[config.mk]
export PLATFORM = sky130hd
export DESIGN_NAME = fast_scanner_flat
export DESIGN_NICKNAME = d
export VERILOG_FILES = /design/src/rtl/fast_scanner_if.sv /design/src/rtl/fast_scanner.sv /design/src/flat_wrapper.sv
export SDC_FILE = /design/constraint.sdc
export NUM_CORES = 1
export LEC_CHECK = 0
export ABC_AREA = 1
export BUFFER_PORTS_ARGS = -buffer_cell sky130_fd_sc_hd__buf_2
export CAP_MARGIN = 20
export CORE_AREA = 8 8 179 96
export CTS_BUF_LIST = sky130_fd_sc_hd__clkbuf_8 sky130_fd_sc_hd__clkbuf_16
export CTS_CLUSTER_DIAMETER = 150
export DETAILED_ROUTE_END_ITERATION = 12
export DIE_AREA = 0 0 187 104
export PLACE_DENSITY = 0.78
export SETUP_SLACK_MARGIN = 0.2
export SKIP_LAST_GASP = 1
export SLEW_MARGIN = 10
export SYNTH_ARGS = -nofsm -noshare
export SYNTH_HDL_FRONTEND = slang
export SYNTH_SLANG_ARGS = --single-unit
export TNS_END_PERCENT = 100
[constraint.sdc]
create_clock -name clock -period 8 [get_ports clock]
set_input_delay 1.6 -clock clock [delete_from_list [all_inputs] [get_ports clock]]
set_output_delay 1.6 -clock clock [all_outputs]
set_load 0.01 [all_outputs]
[src/rtl/fast_scanner_if.sv]
// Handshake and status bundle between the FAST scan sequencer and its neighbours.
// The slave modport is the scanner side; the master modport is the driving side.
interface fast_scanner_if;
    logic        start;
    logic        corner_in;
    logic        corner_ready;
    logic [15:0] input_addr;
    logic        FAST_En;
    logic        busy;
    logic        done;
    logic        corner_valid;
    logic [7:0]  corner_x;
    logic [6:0]  corner_y;
    logic [15:0] corner_count;
    logic        overflow;

    modport master (
        output start, corner_in, corner_ready,
        input  input_addr, FAST_En, busy, done, corner_valid,
        input  corner_x, corner_y, corner_count, overflow
    );

    modport slave (
        input  start, corner_in, corner_ready,
        output input_addr, FAST_En, busy, done, corner_valid,
        output corner_x, corner_y, corner_count, overflow
    );
endinterface

[src/rtl/fast_scanner.sv]
// Frame scan sequencer for a 16-phase FAST corner controller, with NMS corner
// coordinate tracking and a small corner FIFO toward the downstream consumer.
//
// state | meaning
// IDLE  | waiting for start; FIFO still drains
// RUN   | issuing addresses, 16 enabled cycles per address
// DONE  | one-cycle end-of-frame pulse
module fast_scanner #(
    parameter int WIDTH      = 180,
    parameter int HEIGHT     = 120,
    parameter int NMS_OFFSET = 722,
    parameter int FIFO_DEPTH = 8
) (
    input  logic          clock,
    input  logic          nRESET,
    fast_scanner_if.slave bus
);
    localparam int          PW        = $clog2(FIFO_DEPTH);
    localparam logic [15:0] LAST_ADDR = 16'(WIDTH * HEIGHT + NMS_OFFSET - 1);
    localparam logic [15:0] OFFS      = 16'(NMS_OFFSET);
    localparam logic [7:0]  X_MAX     = 8'(WIDTH - 1);
    localparam logic [PW:0] FULL_LVL  = (PW + 1)'(FIFO_DEPTH);

    typedef enum logic [1:0] {IDLE, RUN, DONE} state_t;

    state_t      state;
    logic [3:0]  phase;
    logic [15:0] addr;
    logic [7:0]  ref_x;
    logic [6:0]  ref_y;
    logic        fast_en;
    logic        busy_r;
    logic        done_r;
    logic [15:0] count;
    logic        ovf;

    logic [7:0]  mem_x [FIFO_DEPTH];
    logic [6:0]  mem_y [FIFO_DEPTH];
    logic [PW-1:0] wr_ptr;
    logic [PW-1:0] rd_ptr;
    logic [PW:0]   fill;

    logic sample, push_req, pop, full, push, drop, valid;

    // corner_in is meaningful only once the NMS window has reached real pixels
    assign sample   = (state == RUN) && (phase == 4'd15) && (addr >= OFFS);
    assign push_req = sample && bus.corner_in;
    assign valid    = (fill != '0);
    assign pop      = valid && bus.corner_ready;
    assign full     = (fill == FULL_LVL);
    assign push     = push_req && (!full || pop);
    assign drop     = push_req && full && !pop;

    always_ff @(posedge clock) begin
        if (!nRESET) begin
            state   <= IDLE;
            phase   <= 4'd0;
            addr    <= 16'd0;
            ref_x   <= 8'd0;
            ref_y   <= 7'd0;
            fast_en <= 1'b0;
            busy_r  <= 1'b0;
            done_r  <= 1'b0;
            count   <= 16'd0;
            ovf     <= 1'b0;
        end else begin
            case (state)
                IDLE: begin
                    if (bus.start) begin
                        state   <= RUN;
                        phase   <= 4'd0;
                        addr    <= 16'd0;
                        ref_x   <= 8'd0;
                        ref_y   <= 7'd0;
                        count   <= 16'd0;
                        ovf     <= 1'b0;
                        fast_en <= 1'b1;
                        busy_r  <= 1'b1;
                    end
                end
                RUN: begin
                    phase <= phase + 4'd1;
                    if (phase == 4'd15) begin
                        if (addr == LAST_ADDR) begin
                            state   <= DONE;
                            fast_en <= 1'b0;
                            done_r  <= 1'b1;
                        end else begin
                            addr <= addr + 16'd1;
                            if (addr >= OFFS) begin
                                if (ref_x == X_MAX) begin
                                    ref_x <= 8'd0;
                                    ref_y <= ref_y + 7'd1;
                                end else begin
                                    ref_x <= ref_x + 8'd1;
                                end
                            end
                        end
                    end
                    if (push && count != 16'hFFFF) count <= count + 16'd1;
                    if (drop) ovf <= 1'b1;
                end
                DONE: begin
                    state  <= IDLE;
                    done_r <= 1'b0;
                    busy_r <= 1'b0;
                end
                default: state <= IDLE;
            endcase
        end
    end

    always_ff @(posedge clock) begin
        if (!nRESET) begin
            wr_ptr <= '0;
            rd_ptr <= '0;
            fill   <= '0;
        end else begin
            if (push) wr_ptr <= wr_ptr + 1'b1;
            if (pop)  rd_ptr <= rd_ptr + 1'b1;
            case ({push, pop})
                2'b10:   fill <= fill + 1'b1;
                2'b01:   fill <= fill - 1'b1;
                default: fill <= fill;
            endcase
        end
    end

    // Storage needs no reset; the head is masked whenever the FIFO is empty
    always_ff @(posedge clock) begin
        if (push) begin
            mem_x[wr_ptr] <= ref_x;
            mem_y[wr_ptr] <= ref_y;
        end
    end

    assign bus.input_addr   = addr;
    assign bus.FAST_En      = fast_en;
    assign bus.busy         = busy_r;
    assign bus.done         = done_r;
    assign bus.corner_valid = valid;
    assign bus.corner_x     = valid ? mem_x[rd_ptr] : 8'd0;
    assign bus.corner_y     = valid ? mem_y[rd_ptr] : 7'd0;
    assign bus.corner_count = count;
    assign bus.overflow     = ovf;
endmodule

[src/flat_wrapper.sv]
// flat-port wrapper written by rule: the top's interface ports become plain ports
module fast_scanner_flat 
#(
    parameter int WIDTH      = 180,
    parameter int HEIGHT     = 120,
    parameter int NMS_OFFSET = 722,
    parameter int FIFO_DEPTH = 8
)
  (clock, nRESET, bus_start, bus_corner_in, bus_corner_ready, bus_input_addr, bus_FAST_En, bus_busy, bus_done, bus_corner_valid, bus_corner_x, bus_corner_y, bus_corner_count, bus_overflow);
  fast_scanner_if bus_i ();
  input  logic clock;
  input  logic nRESET;
  input wire logic [$bits(bus_i.start)-1:0] bus_start;
  input wire logic [$bits(bus_i.corner_in)-1:0] bus_corner_in;
  input wire logic [$bits(bus_i.corner_ready)-1:0] bus_corner_ready;
  output wire logic [$bits(bus_i.input_addr)-1:0] bus_input_addr;
  output wire logic [$bits(bus_i.FAST_En)-1:0] bus_FAST_En;
  output wire logic [$bits(bus_i.busy)-1:0] bus_busy;
  output wire logic [$bits(bus_i.done)-1:0] bus_done;
  output wire logic [$bits(bus_i.corner_valid)-1:0] bus_corner_valid;
  output wire logic [$bits(bus_i.corner_x)-1:0] bus_corner_x;
  output wire logic [$bits(bus_i.corner_y)-1:0] bus_corner_y;
  output wire logic [$bits(bus_i.corner_count)-1:0] bus_corner_count;
  output wire logic [$bits(bus_i.overflow)-1:0] bus_overflow;
  assign bus_i.start = bus_start;
  assign bus_i.corner_in = bus_corner_in;
  assign bus_i.corner_ready = bus_corner_ready;
  assign bus_input_addr = bus_i.input_addr;
  assign bus_FAST_En = bus_i.FAST_En;
  assign bus_busy = bus_i.busy;
  assign bus_done = bus_i.done;
  assign bus_corner_valid = bus_i.corner_valid;
  assign bus_corner_x = bus_i.corner_x;
  assign bus_corner_y = bus_i.corner_y;
  assign bus_corner_count = bus_i.corner_count;
  assign bus_overflow = bus_i.overflow;
  fast_scanner #(.WIDTH(WIDTH), .HEIGHT(HEIGHT), .NMS_OFFSET(NMS_OFFSET), .FIFO_DEPTH(FIFO_DEPTH)) u_core (.clock(clock), .nRESET(nRESET), .bus(bus_i));
endmodule
==> results.txt <==
The tightest hold path in the finished design has a slack of 469.6 ps. The number of warnings reported in the yosys synthesis log came out at 0. The worst pin sits at a relative slew slack of 28.70%. The clock network power share came out at 30.8%. The post-layout net count is 974. Data arrives at the worst endpoint at 2720 ps. The clock slew seen by the registers of the worst setup and hold paths is 70 ps. In the final routed layout, each cell accounts on average for 17.14 microns.

The die covers 19450 sq um. The pin count of the biggest net entering global routing came out at 62. By startpoint and endpoint, the worst setup path is classified as register to output pin. Setup repair after global routing left no endpoint under its margin.

Once the clock tree was built, the resizer swapped 0 gates to a different size. For this design the total switching power over the nets is 0.0009898 W. Of the total power, the share spent switching nets is 36.40%. The total setup buffers inserted after CTS is 0. The actual slew at the worst max-slew pin is 1066 ps. For the finished layout, the period the worst path requires is 4321 ps. 57 I/O pins were placed. The number of flops mapped to enable cells by yosys came out at 120. The leakage power summed over all cells is 3.549 nW. The final-layout fill cell count came out at 1221. The worst setup path is captured at an output pin. The mean instance size in the synthesized netlist came out at 9.486 sq um.

The cell count after synthesis came out at 904. The power per unit of standard cell area came out at 281.6 nW/um^2. The final weighted congestion in routability-driven placement is 0.9132. The design draws 0.002719 W. The count of buffers inserted at the top-level ports came out at 56. The post-route standard cell area excluding fillers is 9657 sq um.

The die extent in x came out at 187 microns. The unique cell type count in the Yosys netlist is 42. The total overflow left after global routing is 0.

The deepest level of the CTS H-tree is 4. The number of global-route vias before repair came out at 6079. The floorplan core area is 14850 sq um. The worst-skew pair later-pin latency came out at 430 ps.

The run finished with clean final reports. The ratio of final minimum period to clock period came out at 54.01%. The number of search-and-repair iterations in the first detailed-routing pass is 5. The area share of the largest cell type after synthesis came out at 42.02%. The final total negative setup slack is 0 ps. After synthesis, the cell types taking the most area are sky130_fd_sc_hd__edfxtp_1, sky130_fd_sc_hd__dfxtp_1, sky130_fd_sc_hd__nor2_1. In this run, flip-flops and latches consume 40.1% of the power.

The most common cell in the synthesized netlist is sky130_fd_sc_hd__nor2_1. The initialized floorplan defines 32 standard-cell rows. The overall track demand over capacity in global routing is 20.64%.

The first global-routing pass estimated 32.56 mm of wire. The reg-to-reg critical path endpoint is u_core.fill[3]. The worst vdd rail ir drop came out at 157.9 uV. The post-route antenna net violation count is 0.

The max-slew violation count came out at 0. Along the worst hold path, the cell count comes to 2. The launching element type of the critical path is a register. The deepest clock path buffer count is 2. The iteration-0 DRC count of the detailed router came out at 796. TritonCTS built the clock tree. Dividing the detail-routed via count by the number of cells gives 5.626. The post-layout instance count excluding filler cells came out at 1171.

The area growth from synthesis to layout is 12.61%. In this run the critical register-to-register path is launched from u_core.fill[0]. The critical path required time is 6400 ps. The net count after synthesis came out at 924. The number of hold buffers added after CTS came out at 0. The internal portion of the total power is 0.001730 W. The cell total after placement is 1138.

In the final layout, the share of cells above drive strength 1 is 15.51%. The fraction of registers with async set or reset after synthesis is 0%. The netlist area before placement came out at 8576 sq um. After detailed placement, the total cell area comes to 9049 sq um. Once the floorplan was initialized, standard cells occupied 57.73% of the core. The number of remaining DRC errors came out at 0. The die boundary height is 104 microns. Setup violations remaining at the end of the flow were counted as 0. The final-report hold violation count came to 0. The path with the worst hold slack has its endpoint at u_core.rd_ptr[2]. Ranked by instance count, the synthesized netlist is headed by sky130_fd_sc_hd__nor2_1, sky130_fd_sc_hd__edfxtp_1, sky130_fd_sc_hd__nand2_1, sky130_fd_sc_hd__o21ai_0, sky130_fd_sc_hd__dfxtp_1. The kind of path behind the tightest hold check is register to register.

The number of synthesized register bits came out at 190. The number of cells on the worst reg-to-reg path is 16. The number of antenna violations at the first check in global routing came to 0. The start point of the worst min-delay path is u_core.rd_ptr[2]. The antenna diode instance count is 0.

The total of max-cap violations is 0. The synthesized design spends more area on one cell type than any other, namely sky130_fd_sc_hd__edfxtp_1. The sequential area share after synthesis came out at 58.36%. The HPWL after detailed placement is 13.10 mm. In this run, CTS created clock tree buffers numbering 17. The highest clock rate is 231.4 MHz. The number of clock sinks is 190. The largest fanout of any net on the critical path is 31. For this run, the leading register cell type out of synthesis is sky130_fd_sc_hd__edfxtp_1. The worst-case clock skew came out at 18.95 ps. The wire length after detailed routing came out at 20.07 mm. The relative contribution of combinational cells to total power is 29.1%. The total via count in the routed design is 6588. The setup slack of the worst register-to-register path came out at 4990 ps. The root buffer cell chosen for the clock tree is sky130_fd_sc_hd__clkbuf_16.
==> per-layer routing <==
metal | vias to the layer above | routed length [microns] | global-route usage [%]
met4 | 0 | 121 | 5.299
met1 | 3067 | 9760 | 31.19
met5 | - | 0 | 0
met3 | 12 | 1851 | 5.355
met2 | 290 | 8341 | 28.70
li1 | 3219 | - | -
==> power groups by stage <==
stage,logic (W),clock network [W],registers [W]
2_1_floorplan,0.000556,0,0.00111
3_3_place_gp,0.000771,0,0.00111
3_5_place_dp,0.000787,0,0.00111
4_1_cts,0.000793,0.000846,0.00109
5_1_grt,0.000895,0.000883,0.00109
6_report,0.000792,0.000836,0.00109
==> through the flow <==
stage	setup WS, ps	utilization [%]
CTS	3658	64.82
global route	3365	65.01
detailed placement	4141	60.92
finish	3679	65.01
floorplan	4394	-
global placement	4213	60.87
==> worst max-delay path by stage <==
stage,cells after the start,slack (ps),endpoint,startpoint
CTS,7,3660,bus_corner_y[3],register
floorplan,6,4390,u_core.mem_x[3][0],bus_corner_in
global route,7,3370,bus_corner_y[3],register
detailed placement,7,4140,bus_corner_y[3],register
finish,7,3680,bus_corner_y[3],register
global placement,8,4210,u_core.mem_x[4][4],bus_corner_in
==> layout by cell type (no fill, tap or decap), types with 2 or more instances in the layout <==
cell type / netlist / layout
sky130_fd_sc_hd__a211oi_1: 2 / 2
sky130_fd_sc_hd__a21oi_1: 45 / 45
sky130_fd_sc_hd__a21oi_2: 8 / 8
sky130_fd_sc_hd__a31oi_1: 16 / 16
sky130_fd_sc_hd__buf_2: 4 / 56
sky130_fd_sc_hd__buf_4: 3 / 12
sky130_fd_sc_hd__clkbuf_16: 0 / 17
sky130_fd_sc_hd__clkinv_4: 0 / 3
sky130_fd_sc_hd__dfxtp_1: 70 / 69
sky130_fd_sc_hd__edfxtp_1: 120 / 120
sky130_fd_sc_hd__ha_1: 14 / 14
sky130_fd_sc_hd__inv_1: 59 / 59
sky130_fd_sc_hd__inv_2: 5 / 5
sky130_fd_sc_hd__inv_6: 0 / 3
sky130_fd_sc_hd__inv_8: 0 / 7
sky130_fd_sc_hd__nand2_1: 99 / 99
sky130_fd_sc_hd__nand2_2: 14 / 14
sky130_fd_sc_hd__nand2_4: 4 / 4
sky130_fd_sc_hd__nand3_1: 51 / 51
sky130_fd_sc_hd__nand4_1: 15 / 15
sky130_fd_sc_hd__nor2_1: 167 / 167
sky130_fd_sc_hd__nor2_2: 2 / 2
sky130_fd_sc_hd__nor3_1: 23 / 20
sky130_fd_sc_hd__nor3_2: 4 / 6
sky130_fd_sc_hd__nor3b_1: 3 / 3
sky130_fd_sc_hd__o21ai_0: 90 / 90
sky130_fd_sc_hd__o21ai_1: 6 / 6
sky130_fd_sc_hd__o22ai_1: 16 / 16
sky130_fd_sc_hd__xnor2_1: 7 / 7
sky130_fd_sc_hd__xor2_1: 13 / 13
==> registers in the layout (all words and copies together), names as in the netlist, named ones only <==
name	count
u_core.mem_x	64
u_core.mem_y	56
u_core.bus.corner_count	16
u_core.bus.input_addr	16
u_core.ref_x	8
u_core.ref_y	7
u_core.fill	4
u_core.phase	4
u_core.rd_ptr	3
u_core.wr_ptr	3
u_core.state	2
u_core.bus.FAST_En	1
u_core.bus.busy	1
u_core.bus.done	1
u_core.bus.overflow	1
==> cells by family (layout without fill, tap and decap cells) <==
kind of cell	count (synthesis)	after routing	synth area share [%]
flops	190	190	58.36
fa+ha+maj	15	15	2.276
buf+inv	103	166	4.917
xor+xnor	20	20	2.043
compound gates	186	186	11.93
simple gates	390	390	20.47
==> layout make-up <==
cell class / instances / area (sq um) / area share (%)
clock buffer: 17 / 425.4 / 4.405
tap: 204 / 255.2 / 2.643
multi-input combinational: 611 / 3171 / 32.83
clock inverter: 15 / 155.1 / 1.607
timing repair buffer: 69 / 397.9 / 4.120
sequential: 190 / 5006 / 51.84
inverter: 65 / 246.5 / 2.552
==> worst max-delay path, cell delays in order, from the launching register on <==
cell,delay [ps]
sky130_fd_sc_hd__dfxtp_1,300
sky130_fd_sc_hd__buf_4,240
sky130_fd_sc_hd__inv_1,780
sky130_fd_sc_hd__o21ai_0,250
sky130_fd_sc_hd__o22ai_1,190
sky130_fd_sc_hd__o21ai_0,100
sky130_fd_sc_hd__a31oi_1,240
sky130_fd_sc_hd__buf_2,170
Power figures use the tool's default switching activity.
